<file path="config.mk">
export PLATFORM = sky130hd
export DESIGN_NAME = tally_update_scheduler
export DESIGN_NICKNAME = d
export VERILOG_FILES = /design/src/rtl/tally_update_scheduler.sv
export SDC_FILE = /design/constraint.sdc
export NUM_CORES = 1
export LEC_CHECK = 0
export ABC_AREA = 1
export ABC_CLOCK_PERIOD_IN_PS = 2200
export CAP_MARGIN = 20
export CORE_MARGIN = 4
export CORE_UTILIZATION = 32
export CTS_BUF_LIST = sky130_fd_sc_hd__clkbuf_8
export DETAILED_ROUTE_END_ITERATION = 8
export SLEW_MARGIN = 0
export SYNTH_ARGS = -nofsm -noshare
export SYNTH_HDL_FRONTEND = slang
export SYNTH_SLANG_ARGS = --single-unit
</file>
<file path="constraint.sdc">
create_clock -name i_Clk -period 2.2 [get_ports i_Clk]
set_input_delay 0.55 -clock i_Clk [delete_from_list [all_inputs] [get_ports i_Clk]]
set_output_delay 0.55 -clock i_Clk [all_outputs]
set_load 0.02 [all_outputs]
</file>
<file path="src/rtl/tally_update_scheduler.sv">
// Tally score controller: edge-detects debounced Inc/Dec/Clr buttons, arbitrates
// them by fixed priority and produces single-step and hold-to-repeat score updates.
module tally_update_scheduler #(
    parameter int WIDTH         = 8,
    parameter int REPEAT_DELAY  = 12500000,
    parameter int REPEAT_PERIOD = 2500000,
    parameter int SATURATE      = 0
) (
    input  logic             i_Clk,
    input  logic             i_Rst_L,
    input  logic             i_Inc,
    input  logic             i_Dec,
    input  logic             i_Clr,
    output logic [WIDTH-1:0] o_Score,
    output logic             o_Update,
    output logic             o_Repeating
);

    localparam int TMAX = (REPEAT_DELAY > REPEAT_PERIOD) ? REPEAT_DELAY : REPEAT_PERIOD;
    localparam int TW   = (TMAX > 2) ? $clog2(TMAX) : 1;
    localparam logic [TW-1:0] DELAY_LAST  = TW'(REPEAT_DELAY - 1);
    localparam logic [TW-1:0] PERIOD_LAST = TW'(REPEAT_PERIOD - 1);

    typedef enum logic [1:0] {
        IDLE     = 2'd0,
        HOLD     = 2'd1,
        REPEAT   = 2'd2,
        CLR_WAIT = 2'd3
    } state_t;

    state_t            state_q, state_d;
    logic [TW-1:0]     timer_q, timer_d;
    logic [WIDTH-1:0]  score_q, score_d;
    logic              dir_up_q, dir_up_d;
    logic              inc_prev_q, dec_prev_q, clr_prev_q;
    logic              update_q, repeating_q;
    logic              inc_press, dec_press, clr_press, granted;

    // A clamped step returns the input unchanged, so no update pulse follows.
    function automatic logic [WIDTH-1:0] step_score(input logic [WIDTH-1:0] s,
                                                    input logic up);
        logic [WIDTH-1:0] r;
        if (up) begin
            r = ((SATURATE != 0) && (s == {WIDTH{1'b1}})) ? s : s + 1'b1;
        end else begin
            r = ((SATURATE != 0) && (s == {WIDTH{1'b0}})) ? s : s - 1'b1;
        end
        return r;
    endfunction

    always_comb begin
        state_d   = state_q;
        timer_d   = timer_q;
        score_d   = score_q;
        dir_up_d  = dir_up_q;
        inc_press = i_Inc & ~inc_prev_q;
        dec_press = i_Dec & ~dec_prev_q;
        clr_press = i_Clr & ~clr_prev_q;
        granted   = dir_up_q ? i_Inc : i_Dec;

        case (state_q)
            IDLE: begin
                if (clr_press) begin
                    score_d = '0;
                    state_d = CLR_WAIT;
                end else if (inc_press || dec_press) begin
                    score_d  = step_score(score_q, inc_press);
                    dir_up_d = inc_press;
                    timer_d  = '0;
                    state_d  = HOLD;
                end
            end
            HOLD, REPEAT: begin
                if (i_Clr) begin
                    score_d = '0;
                    timer_d = '0;
                    state_d = CLR_WAIT;
                end else if (!granted) begin
                    timer_d = '0;
                    state_d = IDLE;
                end else if (timer_q == ((state_q == HOLD) ? DELAY_LAST : PERIOD_LAST)) begin
                    score_d = step_score(score_q, dir_up_q);
                    timer_d = '0;
                    state_d = REPEAT;
                end else begin
                    timer_d = timer_q + 1'b1;
                end
            end
            CLR_WAIT: begin
                if (!i_Inc && !i_Dec && !i_Clr) begin
                    state_d = IDLE;
                end
            end
            default: state_d = IDLE;
        endcase
    end

    // Edge registers reset high so a button already held at reset release is not a press.
    always_ff @(posedge i_Clk or negedge i_Rst_L) begin
        if (!i_Rst_L) begin
            state_q     <= IDLE;
            timer_q     <= '0;
            score_q     <= '0;
            dir_up_q    <= 1'b0;
            inc_prev_q  <= 1'b1;
            dec_prev_q  <= 1'b1;
            clr_prev_q  <= 1'b1;
            update_q    <= 1'b0;
            repeating_q <= 1'b0;
        end else begin
            state_q     <= state_d;
            timer_q     <= timer_d;
            score_q     <= score_d;
            dir_up_q    <= dir_up_d;
            inc_prev_q  <= i_Inc;
            dec_prev_q  <= i_Dec;
            clr_prev_q  <= i_Clr;
            update_q    <= (score_d != score_q);
            repeating_q <= (state_q == REPEAT);
        end
    end

    assign o_Score     = score_q;
    assign o_Update    = update_q;
    assign o_Repeating = repeating_q;

endmodule
</file>
* After elaboration in Yosys (flattened, before gate mapping) *
Cells that the tools add are included.

cells by class
  reduce and logical (&&, ||, !) cells = 12
  equal/unequal tests = 10
  muxes and demuxes = 23
  bitwise operators = 7
  add/sub/neg operators = 3

operators by type and width
  cell                                                 number
  2-to-1 mux 24 bit                                    6
  2-to-1 mux 8 bit                                     7
  case mux 24 bit (2 select lines)                     1
  adder 24 x 1 -> 24 bit, second input constant        1
  equality test 24 bit                                 1
  case mux 8 bit (2 select lines)                      1
  2-to-1 mux 2 bit                                     6
  AND reduction 3 bit                                  3
  adder 8 x 1 -> 8 bit, second input constant          1
  != test 8 bit                                        1
  subtractor 8 x 1 -> 8 bit, second input constant     1
  != test 2 bit, second input constant                 3
  case mux 2 bit (3 select lines)                      1
  equality test 2 bit, second input constant           2
  != test 4 bit, second input constant                 1
  NOT 1 bit                                            4
  bitwise AND 1 bit                                    3
  zero test 1 bit                                      3
  != test 3 bit, second input constant                 1
  equality test 2 x 1 -> 1 bit, second input constant  1
  logical AND 1 bit                                    2
  zero test 2 bit                                      1
  nonzero test 2 bit                                   1
  OR reduction 2 bit                                   1
  2 further kinds                                      2

word-level totals
  word-level logic and storage cells = 64
  output and inout port bits = 10
  register bits after elaboration = 40
  input port bits = 5

* Longest topological paths before layout *
Gate-level depths: netlist (run 1).

  word-level depth = 8
  depth in mapped cells = 18
  depth with buffers taken out = 18

* Least setup slack after synthesis (run 1) *
No wires, ideal clock.

  path type = register to register
  start point = reg state_q[0]
  end point = reg timer_q[7]
  setup time = 77 ps
  data arrival time = 1826 ps
  stages on the path, launching flop included = 12
  path buffers = 1
  required time = 2123 ps
  clock period less this slack = 1903 ps
  slack = 297 ps
  path through = dfrtp_1 inv_1 ha_1 inv_1 nor2_1 clkbuf_1 nand3_1 inv_1 nor2_4 inv_1 o21ai_0 a21oi_1

on the way
  word-level cells in the longest chain between the ends = 7
  elaborated cells on any way between the ends = 14
  those cells by class = eq/ne: 5; mux: 5; reduce/logical: 4

ends and longest elaborated chain
  item                              RTL line  RTL
  start, declared                   31        state_t state_q, state_d;
  start signal, assigned            111       state_q <= state_d;
  equality test 2 x 1 -> 1 bit      61, 81
  2-to-1 mux 24 bit                 81        end else if (timer_q == ((state_q == HOLD) ? DELAY_LAST : PERIOD_LAST)) begin
  equality test 24 bit              81
  2-to-1 mux 24 bit                 81
  2-to-1 mux 24 bit                 78        end else if (!granted) begin
  2-to-1 mux 24 bit                 74        if (i_Clr) begin
  case mux 24 bit (2 select lines)  61        case (state_q)
  end signal, assigned              112       timer_q <= timer_d;
  end, declared                     32        logic [TW-1:0] timer_q, timer_d;

Parallel ways exist; a longest one is shown, timed or not.
A chain may end at the register's enable or synchronous reset.

* Final worst setup path (run 1) *
  start point = reg score_q[3] (netlist: o_Score[3])
  end point = out o_Score[3]

RTL lines
  item                    RTL line  RTL
  start, declared         33        logic [WIDTH-1:0] score_q, score_d;
  start signal, assigned  113       score_q <= score_d;
  end, declared           14        output logic [WIDTH-1:0] o_Score,

No word-level cell between the ends.

==> out/qor.csv, run 1 <==
stage,metric,value,unit
route,routed_wl,8490,um
sta,slew_headroom,0.637,
route,vias,3105,
synth,synth_nets,458,
floorplan,num_io_pins,15,
job,drv_cap,0,
layout,fin_area,0.00376,mm2
worst_setup_path,critPathTopFamily,buffers and inverters,
worst_setup_path,crit_slowest_cell,clkdlybuf4s50_1,
power,p_per_area,1230,mW/mm2
power,totalPowerFinal,4.62,mW
sta,setup_viol,0,
sta,fin_skew,0.00810,ns
sta,period_minus_slack,2.14,ns
floorplan,initial_core_util,0.335,
floorplan,coreArea,0.00889,mm2
global_routing,grt_usage,0.155,
layout,drive_above_1_share,0.206,
worst_setup_path,critPathMaxStageDelay,0.69,ns
route,via_per_inst,5.03,
sta,tightest_slew,0.545,ns
power,power_frac_comb,0.651,
hold_path,hp-class,primary input to asynchronous set/reset pin,
placement,pre_cts_ws,-0.364,ns
layout,final_common_cell,nand2_1,
clocking,clock-sinks,40,
worst_setup_path,reg2reg_to,o_Update$_DFF_PN0_,
clocking,max-clock-path-buffers,2,
layout,fin_util,0.423,
clocking,cts-root-buf,clkbuf_8,
worst_setup_path,startpoint_type,flip-flop,
route,wire_per_inst,13.8,um
synth,seq_area_frac_synth,0.337,
power,p_leak,1.82,nW
clocking,htree_num_levels,2,
worst_setup_path,end_kind,primary output,
global_routing,antenna_found_initial,0,
worst_setup_path,worstPathCellList,clkdlybuf4s50_1,
clocking,cts_tree,built,
sta,finalHoldViolCount,0,
worst_setup_path,worstPathMaxFanout,11,
placement,routabilityCongestion,0.904,
route,drtIter0Drc,167,
sta,rsz0062_at_grt,yes,
outcome,status,completed,
route,first_pass_iters,5,
global_routing,grt_max_degree,41,
worst_setup_path,r2r_start,state_q[0]$_DFFE_PN0P_,
power,vdd_drop_max,0.650,mV
sta,max_freq,468,MHz
worst_setup_path,critical_path_buf_inv_count,1,
sta,fin_tns_setup,0,ns
floorplan,die_area,0.0109,mm2
worst_setup_path,crit_start,o_Score[3]$_DFF_PN0_,
power,seqPwrFrac,0.228,
floorplan,die_h,105,um
sta,fin_crit_sh,0.972,
clocking,insertion_delay,0.31,ns
synth,synth_flop_cell,dfrtp_1,
synth,yosys_warnings,0,
worst_setup_path,cp.required,1.65,ns
global_routing,grt_pass1_vias,2901,
global_routing,grt_pass1_wl,13900,um
synth,async_flop_share,1.00,
clocking,ctsHoldBuffers,0,
synth,ys_types,38,
sta,maxSlewViolCount,0,
power,p_sw,2.21,mW
sta,layout_setup_ws,0.0626,ns
power,pwr-share-clk,0.120,
worst_setup_path,path_class,flip-flop to primary output,
placement,numPortBuffers,14,
synth,post_synth.cell_area_avg,6.70,um2
worst_setup_path,cp.depth,1,
synth,netlist_area,0.00298,mm2
worst_setup_path,reg2reg_depth,15,
sta,hold_ws,0.292,ns
synth,synthCells,445,
worst_setup_path,rrSetupSlack,0.12,ns
layout,final_cell_mix,"109 x nand2_1, 58 x inv_1, 50 x buf_4",
route,drtAntennaViolNets,0,
synth,synth-seq-cells,40,
clocking,path_clk_slew,0.09,ns
placement,hpwlAfterDp,6200,um
floorplan,rows,34,
power,internal_power,2.41,mW
global_routing,gr-total-overflow,0,
route,remaining_drc_errors,0,
floorplan,die_w,105,um
placement,place_inst,601,
power,p_sw_frac,0.479,
layout,diodes,0,
layout,fin_cells,617,
synth,synth-edff-count,0,
clocking,numCtsBuffers,5,
layout,nets,521,
layout,syn2layout_area_growth,26.2,%
placement,place_area,0.00353,mm2
worst_setup_path,arrival,1.59,ns
worst_setup_path,crit_end,o_Score[3],
## worst min path at each step
stage | start | endpoint | cells past startpoint
2_1_floorplan | i_Rst_L | dir_up_q$_DFFE_PN0P_ | 0
3_3_place_gp | timer_q[1]$_DFFE_PN0P_ | timer_q[1]$_DFFE_PN0P_ | 2
3_5_place_dp | timer_q[22]$_DFFE_PN0P_ | timer_q[22]$_DFFE_PN0P_ | 1
4_1_cts | i_Rst_L | timer_q[6]$_DFFE_PN0P_ | 2
5_1_grt | i_Rst_L | timer_q[6]$_DFFE_PN0P_ | 2
6_report | i_Rst_L | timer_q[5]$_DFFE_PN0P_ | 2
## sequential cells by signal (all words and copies together) (netlist names)
| signal | count |
|---|---|
| clr_prev_q | 1 |
| dir_up_q | 1 |
| o_Repeating | 1 |
| dec_prev_q | 1 |
| timer_q | 24 |
| state_q | 2 |
| o_Update | 1 |
| o_Score | 8 |
| inc_prev_q | 1 |
## cells by family (layout without fill, tap and decap cells)
group	count (synthesis)	after routing	synth area share
buf+inv	78	141	0.103
compound gates	55	55	0.105
xor+xnor	14	14	0.0411
simple gates	250	251	0.380
flops	40	40	0.337
fa+ha+maj	8	8	0.0336
## synth_stat cells, types with 2 or more instances
cell type    n  area share
nand2_1    114        0.14
inv_1       65       0.082
nor2_1      52       0.065
nand3_1     48       0.081
dfrtp_1     37        0.31
o21ai_0     22       0.037
a21oi_1     18       0.030
nand4_1     11       0.023
xor2_1      11       0.032
ha_1         8       0.034
nor3_1       6       0.010
o21a_1       5       0.013
clkbuf_1     4      0.0050
buf_2        3      0.0050
buf_4        3      0.0076
dfstp_2      3       0.026
nand2_2      3      0.0063
nor2_2       3      0.0063
xnor2_1      3      0.0088
a22oi_1      2      0.0050
and3_1       2      0.0042
inv_2        2      0.0025
nand2_4      2      0.0076
nand3_4      2       0.012
nor2_4       2      0.0076
o21ai_1      2      0.0034
## what timing repair did
item                       CTS  global route
cloned                       0             2
setup endpoints to repair    1            17
resized for setup            1            30
pin swaps                    0            14
buffers inserted             0             6
## power by group through the flow
| stage | registers (mW) | clock network, mW | logic, mW |
|---|---|---|---|
| floorplan | 1.07 | 0 | 1.69 |
| global placement | 1.06 | 0 | 2.80 |
| detailed placement | 1.06 | 0 | 2.79 |
| CTS | 1.05 | 0.573 | 2.82 |
| global route | 1.08 | 0.612 | 3.34 |
| finish | 1.05 | 0.555 | 3.01 |
## layout make-up
type / count / area [um2]
Clock inverter: 2 / 15.0
Sequential cell: 40 / 1010
Multi-Input combinational cell: 328 / 1740
Tap cell: 108 / 135
Clock buffer: 6 / 82.6
Timing Repair Buffer: 65 / 527
Fill cell: 908 / 5130
Inverter: 68 / 258
## routing by layer
layer | global-route usage | up-vias | routed length, um
li1 | - | 1550 | -
met1 | 0.226 | 1451 | 4250
met2 | 0.232 | 91 | 3730
met3 | 0.0211 | 13 | 361
met4 | 0.0551 | 0 | 153
met5 | 0 | - | 0
No activity file was read; power rests on OpenSTA's default activity.
==> run 2, diff against run 1 <==
--- a/config.mk
+++ b/config.mk
@@ -12,6 +12,7 @@
 export CORE_UTILIZATION = 32
 export CTS_BUF_LIST = sky130_fd_sc_hd__clkbuf_8
 export DETAILED_ROUTE_END_ITERATION = 8
+export DONT_BUFFER_PORTS = 1
 export SLEW_MARGIN = 0
 export SYNTH_ARGS = -nofsm -noshare
 export SYNTH_HDL_FRONTEND = slang
==> out/qor.csv, run 2 (synthesis gave the netlist of run 1 again) <==
stage,metric,value,unit,change
placement,place_inst,558,,-7.2%
power,vdd_drop_max,0.497,mV,-24%
global_routing,gr-total-overflow,0,,unchanged
floorplan,die_h,105,um,unchanged
global_routing,grt_pass1_wl,12800,um,-8.2%
floorplan,initial_core_util,0.335,,unchanged
outcome,status,completed,,
layout,syn2layout_area_growth,15.2,%,
sta,slew_headroom,0.712,,+0.0755
worst_setup_path,worstPathCellList,inv_1 > ha_2 > nand2_2 > inv_1 > nand2_4 > nand2_8 > nand2_2 > nor2_2 > nand2_1 > inv_2 > nand3_4 > nor2_4 > nand2_1 > xor2_1 > nor2_2,,
clocking,insertion_delay,0.31,ns,about the same
power,power_frac_comb,0.593,,-0.058
job,drv_cap,0,,unchanged
layout,fin_area,0.00343,mm2,-8.7%
global_routing,grt_usage,0.141,,-0.0132
layout,fin_util,0.386,,-0.0370
route,via_per_inst,4.95,,-1.6%
global_routing,grt_max_degree,38,,-7.3%
clocking,cts-root-buf,clkbuf_8,,
clocking,htree_num_levels,2,,unchanged
sta,rsz0062_at_grt,yes,,
sta,maxSlewViolCount,0,,unchanged
worst_setup_path,path_class,flip-flop to flip-flop,,
floorplan,die_w,105,um,unchanged
route,remaining_drc_errors,0,,unchanged
power,pwr-share-clk,0.150,,+0.030
route,vias,2846,,-8.3%
global_routing,grt_pass1_vias,2584,,-11%
worst_setup_path,worstPathMaxFanout,9,,-2
placement,hpwlAfterDp,5680,um,-8.4%
clocking,cts_tree,built,,
worst_setup_path,rrSetupSlack,0.10,ns,-0.02 ns
layout,nets,479,,-8.1%
worst_setup_path,r2r_start,state_q[0]$_DFFE_PN0P_,,
layout,regArea,0.00101,mm2,unchanged
worst_setup_path,crit_start,state_q[0]$_DFFE_PN0P_,,
route,drtIter0Drc,210,,+26%
floorplan,die_area,0.0109,mm2,unchanged
layout,drive_above_1_share,0.146,,-0.0607
global_routing,antenna_found_initial,0,,unchanged
layout,largest_reg_flops,24,,unchanged
route,first_pass_iters,5,,unchanged
clocking,numCtsBuffers,5,,unchanged
layout,final_common_cell,nand2_1,,
layout,multi_input_area,0.00173,mm2,-0.65%
route,routed_wl,7660,um,-9.8%
sta,fin_skew,0.0104,ns,+0.00226 ns
route,drtAntennaViolNets,0,,unchanged
placement,place_area,0.00318,mm2,-10%
sta,fin_crit_sh,0.953,,-0.0187
worst_setup_path,critical_path_buf_inv_count,3,,+2
clocking,path_clk_slew,0.09,ns,about the same
worst_setup_path,reg2reg_depth,15,,unchanged
worst_setup_path,reg2reg_to,timer_q[14]$_DFFE_PN0P_,,
sta,period_minus_slack,2.10,ns,-0.0410 ns
worst_setup_path,crit_slowest_cell,dfrtp_2,,
power,internal_power,2.18,mW,-9.3%
sta,setup_viol,0,,unchanged
power,seqPwrFrac,0.258,,+0.030
floorplan,coreArea,0.00889,mm2,unchanged
layout,largest-register,timer_q,,
worst_setup_path,cp.required,2.40,ns,+0.75 ns
worst_setup_path,critPathMaxStageDelay,0.45,ns,-0.24 ns
worst_setup_path,arrival,2.30,ns,+0.71 ns
hold_path,hp-class,primary input to asynchronous set/reset pin,,
route,wire_per_inst,13.3,um,-3.2%
power,p_sw_frac,0.487,,+0.00826
sta,hold_ws,0.0720,ns,-0.220 ns
power,p_leak,1.64,nW,-9.8%
sta,finalHoldViolCount,0,,unchanged
floorplan,rows,34,,unchanged
placement,numPortBuffers,0,,-14
worst_setup_path,startpoint_type,flip-flop,,
layout,final_cell_mix,"110 x nand2_1, 63 x inv_1, 49 x nor2_1",,
sta,tightest_slew,0.429,ns,-0.116 ns
placement,routabilityCongestion,0.885,,-2.1%
worst_setup_path,end_kind,flip-flop,,
layout,fillers,935,,+3.0%
layout,diodes,0,,unchanged
layout,fin_cells,575,,-6.8%
power,p_per_area,1240,mW/mm2,+1.0%
sta,max_freq,477,MHz,+2.0%
worst_setup_path,crit_end,timer_q[14]$_DFFE_PN0P_,,
power,p_sw,2.07,mW,-6.2%
worst_setup_path,critPathTopFamily,simple AND/OR/NAND/NOR gates,,
floorplan,num_io_pins,15,,unchanged
clocking,max-clock-path-buffers,2,,unchanged
clocking,clock-sinks,40,,unchanged
worst_setup_path,cp.depth,15,,+14
run 2: power by group through the flow:
stage	clock network (mW)	registers, mW	logic, mW
6_report	0.637	1.10	2.52
4_1_cts	0.654	1.09	2.25
2_1_floorplan	0	1.07	1.69
5_1_grt	0.688	1.12	2.85
3_5_place_dp	0	1.10	2.21
3_3_place_gp	0	1.10	2.21
run 2: worst min path at each step:
stage                        endpoint  cells past startpoint
2_1_floorplan    dir_up_q$_DFFE_PN0P_                      0
3_3_place_gp   timer_q[6]$_DFFE_PN0P_                      0
3_5_place_dp   timer_q[3]$_DFFE_PN0P_                      0
4_1_cts          clr_prev_q$_DFF_PN1_                      0
5_1_grt          clr_prev_q$_DFF_PN1_                      0
6_report       timer_q[5]$_DFFE_PN0P_                      1
run 2: what timing repair did:
| action | in CTS | in global routing |
|---|---|---|
| gates resized for setup | 0 | 19 |
| endpoints found under the setup margin | 0 | 15 |
| hold endpoints to repair | 37 | 0 |
| buffers inserted | 0 | 8 |
| hold buffers | 1 | 0 |
run 2: stage by stage:
stage	setup WS (ns)	TNS [ns]	total power [mW]
after floorplan	0.297	0	2.76
after CTS	0.00265	0	3.99
final	0.104	0	4.25
after global placement	0.0473	0	3.31
after global routing	-0.0728	-0.110	4.66
after detailed placement	0.0313	0	3.32
run 2: layout make-up:
type,instances,share of cell area
repair buffers,24,0.0561
clock inverters,3,0.0138
clock buffers,5,0.0200
flip-flops and latches,40,0.293
well taps,108,0.0394
inverters,68,0.0743
multi-input cells,327,0.503
run 2: worst register-to-register path: cells and delay by family, from the launching register on:
| family | cells | cell delay, ns |
|---|---|---|
| simple gates | 10 | 0.89 |
| flops | 1 | 0.45 |
| buf+inv | 3 | 0.26 |
| fa+ha+maj | 1 | 0.19 |
| xor+xnor | 1 | 0.18 |
run 2: layer usage:
layer  global-route usage  vias up  routed length (um)
met2                0.210       55                3440
li1                     -     1468                   -
met4               0.0446        0                 112
met1                0.209     1315                3870
met3               0.0223        8                 237
met5                    0        -                   0
